**src/rtl/pio_echo_responder.sv**
```systemverilog
// FPGA-side responder for the HPS<->FPGA PIO latency link: echoes a toggled request word,
// stamps it with a free-running cycle count and times the ARM's acknowledge.
module pio_echo_responder #(
  parameter int unsigned SYNC_STAGES    = 2,
  parameter int unsigned RESP_DELAY     = 0,
  parameter int unsigned TIMEOUT_CYCLES = 50000000
) (
  input  logic        clk_clk,
  input  logic        reset_reset_n,
  input  logic [31:0] req_in,
  input  logic [31:0] ack_in,
  output logic [31:0] rsp_out,
  output logic [31:0] ts_out,
  output logic [31:0] rtt_out,
  output logic [31:0] status_out
);

  typedef enum logic [1:0] {
    S_IDLE,
    S_DELAY,
    S_PUBLISH,
    S_WAIT_ACK
  } state_t;

  localparam logic [31:0] DELAY_LOAD   = 32'(RESP_DELAY);
  localparam logic [31:0] TIMEOUT_LAST = 32'(TIMEOUT_CYCLES - 1);

  logic [31:0] req_sync_q [SYNC_STAGES];
  logic [31:0] ack_sync_q [SYNC_STAGES];
  logic [31:0] req_s, ack_s;

  state_t      state_q, state_d;
  logic [31:0] cyc_cnt_q, cyc_cnt_d;
  logic [31:0] dly_cnt_q, dly_cnt_d;
  logic [31:0] rtt_cnt_q, rtt_cnt_d;
  logic        tog_q, tog_d;
  logic [30:0] seq_q, seq_d;
  logic [31:0] rsp_q, rsp_d;
  logic [31:0] ts_q, ts_d;
  logic [31:0] rtt_q, rtt_d;
  logic [15:0] cnt_q, cnt_d;
  logic        timeout_q, timeout_d;
  logic        overrun_q, overrun_d;
  logic        mismatch_q, mismatch_d;
  logic        prev_req_q, prev_req_d;
  logic        prev_ack_q, prev_ack_d;

  logic req_evt, ack_evt, ack_done, flag_clr;
  logic set_timeout, set_overrun, set_mismatch;

  always_ff @(posedge clk_clk or negedge reset_reset_n) begin
    if (!reset_reset_n) begin
      for (int unsigned i = 0; i < SYNC_STAGES; i++) begin
        req_sync_q[i] <= '0;
        ack_sync_q[i] <= '0;
      end
    end else begin
      req_sync_q[0] <= req_in;
      ack_sync_q[0] <= ack_in;
      for (int unsigned i = 1; i < SYNC_STAGES; i++) begin
        req_sync_q[i] <= req_sync_q[i-1];
        ack_sync_q[i] <= ack_sync_q[i-1];
      end
    end
  end

  assign req_s = req_sync_q[SYNC_STAGES-1];
  assign ack_s = ack_sync_q[SYNC_STAGES-1];

  assign req_evt  = req_s[31] ^ prev_req_q;
  assign ack_evt  = ack_s[31] ^ prev_ack_q;
  assign ack_done = ack_evt && (ack_s[31] == rsp_q[31]);
  assign flag_clr = ack_s[30];

  always_comb begin
    state_d      = state_q;
    cyc_cnt_d    = cyc_cnt_q + 32'd1;
    dly_cnt_d    = dly_cnt_q;
    rtt_cnt_d    = rtt_cnt_q;
    tog_d        = tog_q;
    seq_d        = seq_q;
    rsp_d        = rsp_q;
    ts_d         = ts_q;
    rtt_d        = rtt_q;
    cnt_d        = cnt_q;
    prev_req_d   = req_s[31];
    prev_ack_d   = ack_s[31];
    set_timeout  = 1'b0;
    set_mismatch = 1'b0;
    // Any request event outside IDLE is dropped, including one coinciding with WAIT_ACK exit.
    set_overrun  = req_evt && (state_q != S_IDLE);

    unique case (state_q)
      S_IDLE: begin
        if (req_evt) begin
          ts_d      = cyc_cnt_q;
          tog_d     = req_s[31];
          seq_d     = req_s[30:0];
          dly_cnt_d = DELAY_LOAD;
          state_d   = S_DELAY;
        end
      end
      S_DELAY: begin
        if (dly_cnt_q == '0) begin
          state_d = S_PUBLISH;
        end else begin
          dly_cnt_d = dly_cnt_q - 32'd1;
        end
      end
      S_PUBLISH: begin
        rsp_d     = {tog_q, seq_q};
        rtt_cnt_d = '0;
        state_d   = S_WAIT_ACK;
      end
      S_WAIT_ACK: begin
        // An ack landing on the timeout cycle still completes the handshake.
        if (ack_done) begin
          rtt_d        = rtt_cnt_q;
          cnt_d        = cnt_q + 16'd1;
          set_mismatch = (ack_s[29:0] != seq_q[29:0]);
          state_d      = S_IDLE;
        end else if (rtt_cnt_q == TIMEOUT_LAST) begin
          set_timeout = 1'b1;
          rtt_d       = '1;
          state_d     = S_IDLE;
        end else if (rtt_cnt_q != '1) begin
          rtt_cnt_d = rtt_cnt_q + 32'd1;
        end
      end
      default: state_d = S_IDLE;
    endcase

    timeout_d  = set_timeout  | (timeout_q  & ~flag_clr);
    overrun_d  = set_overrun  | (overrun_q  & ~flag_clr);
    mismatch_d = set_mismatch | (mismatch_q & ~flag_clr);
  end

  always_ff @(posedge clk_clk or negedge reset_reset_n) begin
    if (!reset_reset_n) begin
      state_q    <= S_IDLE;
      cyc_cnt_q  <= '0;
      dly_cnt_q  <= '0;
      rtt_cnt_q  <= '0;
      tog_q      <= 1'b0;
      seq_q      <= '0;
      rsp_q      <= '0;
      ts_q       <= '0;
      rtt_q      <= '0;
      cnt_q      <= '0;
      timeout_q  <= 1'b0;
      overrun_q  <= 1'b0;
      mismatch_q <= 1'b0;
      prev_req_q <= 1'b0;
      prev_ack_q <= 1'b0;
    end else begin
      state_q    <= state_d;
      cyc_cnt_q  <= cyc_cnt_d;
      dly_cnt_q  <= dly_cnt_d;
      rtt_cnt_q  <= rtt_cnt_d;
      tog_q      <= tog_d;
      seq_q      <= seq_d;
      rsp_q      <= rsp_d;
      ts_q       <= ts_d;
      rtt_q      <= rtt_d;
      cnt_q      <= cnt_d;
      timeout_q  <= timeout_d;
      overrun_q  <= overrun_d;
      mismatch_q <= mismatch_d;
      prev_req_q <= prev_req_d;
      prev_ack_q <= prev_ack_d;
    end
  end

  assign rsp_out    = rsp_q;
  assign ts_out     = ts_q;
  assign rtt_out    = rtt_q;
  assign status_out = {(state_q != S_IDLE), timeout_q, overrun_q, mismatch_q, 12'h000, cnt_q};

endmodule

```
**config.mk**
```make
export PLATFORM = sky130hd
export DESIGN_NAME = pio_echo_responder
export DESIGN_NICKNAME = d
export VERILOG_FILES = /design/src/rtl/pio_echo_responder.sv
export SDC_FILE = /design/constraint.sdc
export NUM_CORES = 1
export LEC_CHECK = 0
export ABC_AREA = 1
export ABC_CLOCK_PERIOD_IN_PS = 1600
export CORE_UTILIZATION = 50
export DETAILED_ROUTE_END_ITERATION = 7
export PLACE_DENSITY = 0.87
export SYNTH_ARGS = -nofsm -noshare
export SYNTH_HDL_FRONTEND = slang
export SYNTH_SLANG_ARGS = --single-unit
```
**constraint.sdc**
```tcl
create_clock -name clk_clk -period 1.6 [get_ports clk_clk]
set_input_delay 0.4 -clock clk_clk [delete_from_list [all_inputs] [get_ports clk_clk]]
set_output_delay 0.4 -clock clk_clk [all_outputs]
set_load 0.005 [all_outputs]
```
==> results.txt <==
fin crit period = 2.04 ns
critical path cell sequence = buf_4 > nand2_2 > buf_4 > nor2_1 > nand2_1 > nor2_1 > nand2_1 > nand2_1 > nand2_1 > nor2_1 > nand2_2 > nand2_1
clock buffer depth = 3
flops & latches, synth = 375
leak pwr = 11.7 nW
Syn Inst Count = 1781
Setup Skew = 0.0252 ns
R2R Path End = rtt_cnt_q[18]
drt pass-1 iters = 7
Post-DP Area = 19600 µm²
f_max = 0.490 GHz
Mapped Area = 16100 µm²
CTS HTree Levels = 2
TNS Setup = -27.76 ns
register area = 9390 µm²
maxcap violations = 0
initial core utilization = 0.509
FP Rows = 65
post-route ant nets = 0
Die H = 181 µm
Worst Slack Setup Final = -0.442 ns
sequential share of the synthesized area = 0.584
placed cells = 2489
fill cell total of the finished layout = 1699
Slew headroom = 0.611
HPWL after detailed placement = 28.2 mm
multi-input combinational cell area = 7340 µm²
period utilization = 1.28
Setup crit start kind = flip-flop
Remaining DRCs = 0
status = finished with violations
PortBufs = 181
layout cells sized above 1 = 0.356
RSZ-0062 raised after global routing = yes
Yosys warning total = 0
largest net degree at the start of global routing = 75
post-synthesis async set-or-reset flop share = 1.00
CP arrival = 2.54 ns
r2r worst-path depth = 12
Max IR drop VDD = 1310 µV
first-pass GRT wire length = 78.4 mm
clock sink total = 375
Syn-to-layout area delta = 51.2%
vias in the first global route = 14845
Slew @ Worst Pin = 0.578 ns
CTS root buf = clkbuf_16
Reg clk slew, reported paths = 0.07 ns
synth unique cells = 33
Congestion Overflow GR = 0
Final setup viols = 162
chip width = 181 µm
largest delay contributor family on the critical path = simple AND/OR/NAND/NOR gates
Hold WC Path Type = input port to asynchronous set/reset pin
final hold vios = 0
CP peak stage delay = 0.38 ns
GRT Util Overall = 0.306
FF-to-FF Start = rtt_cnt_q[16]
TritonCTS buffer count = 39
syn avg cell area = 9.02 µm²
CP required = 2.09 ns
via/cell ratio = 5.81
GPL Wtd Cong = 0.919
dominant synthesized flop cell = dfrtp_1
most frequent cell on the critical path = nand2_1
number of synthesized flops with an enable pin = 0
DR iter-0 viols = 1889
Routed WL = 60.0 mm
CP Buf/Inv Count = 2
IO Pins = 194
CP Capture Type = flip-flop
routed via count = 15795
r2r setup slk = -0.44 ns
Crit Path Category = flip-flop to flip-flop
Core ar. = 31600 µm²
CTS tree = built
nets@finish = 2359
worst-skew pair later-pin latency = 0.56 ns
CP max-delay cell = dfrtp_1
Die ar. = 32800 µm²
Non-Filler Instances = 2718
post-route cell area = 24300 µm²
fin. max-slew vios = 0
Avg WL per Cell = 22.1 µm
initial antenna violation count = 1
pwr/cell area = 1790 nW/µm²
failing checks = negative setup slack
worst-path maximum fanout = 3
worst max path at each step:
stage | start | end | cells past startpoint
after floorplan | rtt_cnt_q[1] | rtt_cnt_q[5] | 12
after detailed placement | cyc_cnt_q[1] | cyc_cnt_q[28] | 9
after global placement | state_q[1] | status_out[31] | 4
after global routing | state_q[0] | rtt_cnt_q[24] | 11
after CTS | state_q[1] | status_out[31] | 4
final | rtt_cnt_q[16] | rtt_cnt_q[18] | 12
cells by family after synthesis:
group / after synthesis / synth area share
AOI/OAI and AO/OA: 119 / 0.0382
xor gates and xnor gates: 74 / 0.0403
adders and majority gates: 8 / 0.00623
buffers and inverters: 195 / 0.0562
DFF: 375 / 0.584
muxes: 32 / 0.0224
other: 1 / 0.000233
and+or+nand+nor: 977 / 0.252
repair_timing:
action	CTS	global route
hold buffers	1	0
buffers inserted	86	59
endpoints found under the setup margin	278	206
hold endpoints to repair	235	0
cloned	18	9
pin swaps	47	73
gates resized for setup	459	342
registers in the layout (all words and copies together) (netlist names), 2 cells and up:
register    flops
req_s          32
dly_cnt_q      32
state_q         2
rtt_cnt_q      32
rtt_out        32
ack_s          32
ts_out         32
ack_sync_q     32
seq_q          31
rsp_out        32
cnt_q          16
cyc_cnt_q      32
req_sync_q     32
area by class of cell:
| class | count | share of cell area |
|---|---|---|
| clock inverter | 23 | 0.0162 |
| timing repair buffer | 512 | 0.209 |
| antenna | 1 | 0.000103 |
| clock buffer | 48 | 0.0432 |
| multi-input combinational | 1225 | 0.302 |
| sequential | 375 | 0.387 |
| tap | 402 | 0.0207 |
| inverter | 131 | 0.0216 |
| timing repair inverter | 1 | 0.000464 |
per-stage QoR:
stage	hold slack, ns	worst slack [ns]	total power, mW	utilization
after floorplan	0.104	-0.0148	19.7	-
after global placement	0.220	-0.114	25.0	0.621
after detailed placement	0.218	-0.161	25.5	0.621
after CTS	0.251	-0.201	39.4	0.727
after global routing	0.250	-0.466	45.0	0.770
final	0.251	-0.442	43.4	0.770
where the power goes:
group	switching, mW	internal (mW)
clock	4.18	6.20
combinational	11.0	9.25
sequential	1.47	11.3
synth_stat cells (12+ instances only):
cell type,n,share of area
nor2_1,200,0.047
xor2_1,52,0.028
inv_1,127,0.030
dfrtp_1,375,0.58
buf_2,12,0.0037
mux2_2,32,0.022
clkbuf_1,23,0.0054
xnor2_1,22,0.012
o21ai_0,77,0.024
buf_4,15,0.0070
buf_6,13,0.0091
a21oi_1,13,0.0041
nand3_1,99,0.031
nor3_1,25,0.0078
nand2_1,581,0.14
or2_2,13,0.0051
nand4_1,24,0.0093
o21ai_1,22,0.0069
per-layer routing:
layer / wire [µm] / share of wire / global-route usage
met1: 20900 / 0.35 / 0.369
met2: 29400 / 0.49 / 0.531
met3: 5290 / 0.088 / 0.0474
met4: 4390 / 0.073 / 0.162
met5: 0 / 0 / 0
layout by cell type, fill, tap and decap left out, drive strengths merged, types with 22 or more instances in the layout:
cell,instances
nor3,25
clkdlybuf4s15,82
o21ai,99
dfrtp,375
clkdlybuf4s50,64
clkbuf,70
nand4,24
inv,133
buf,333
xor2,52
nand2,595
mux2,32
xnor2,22
nor2,214
nand3,102
Note: power is estimated with default switching activity, not from simulation.
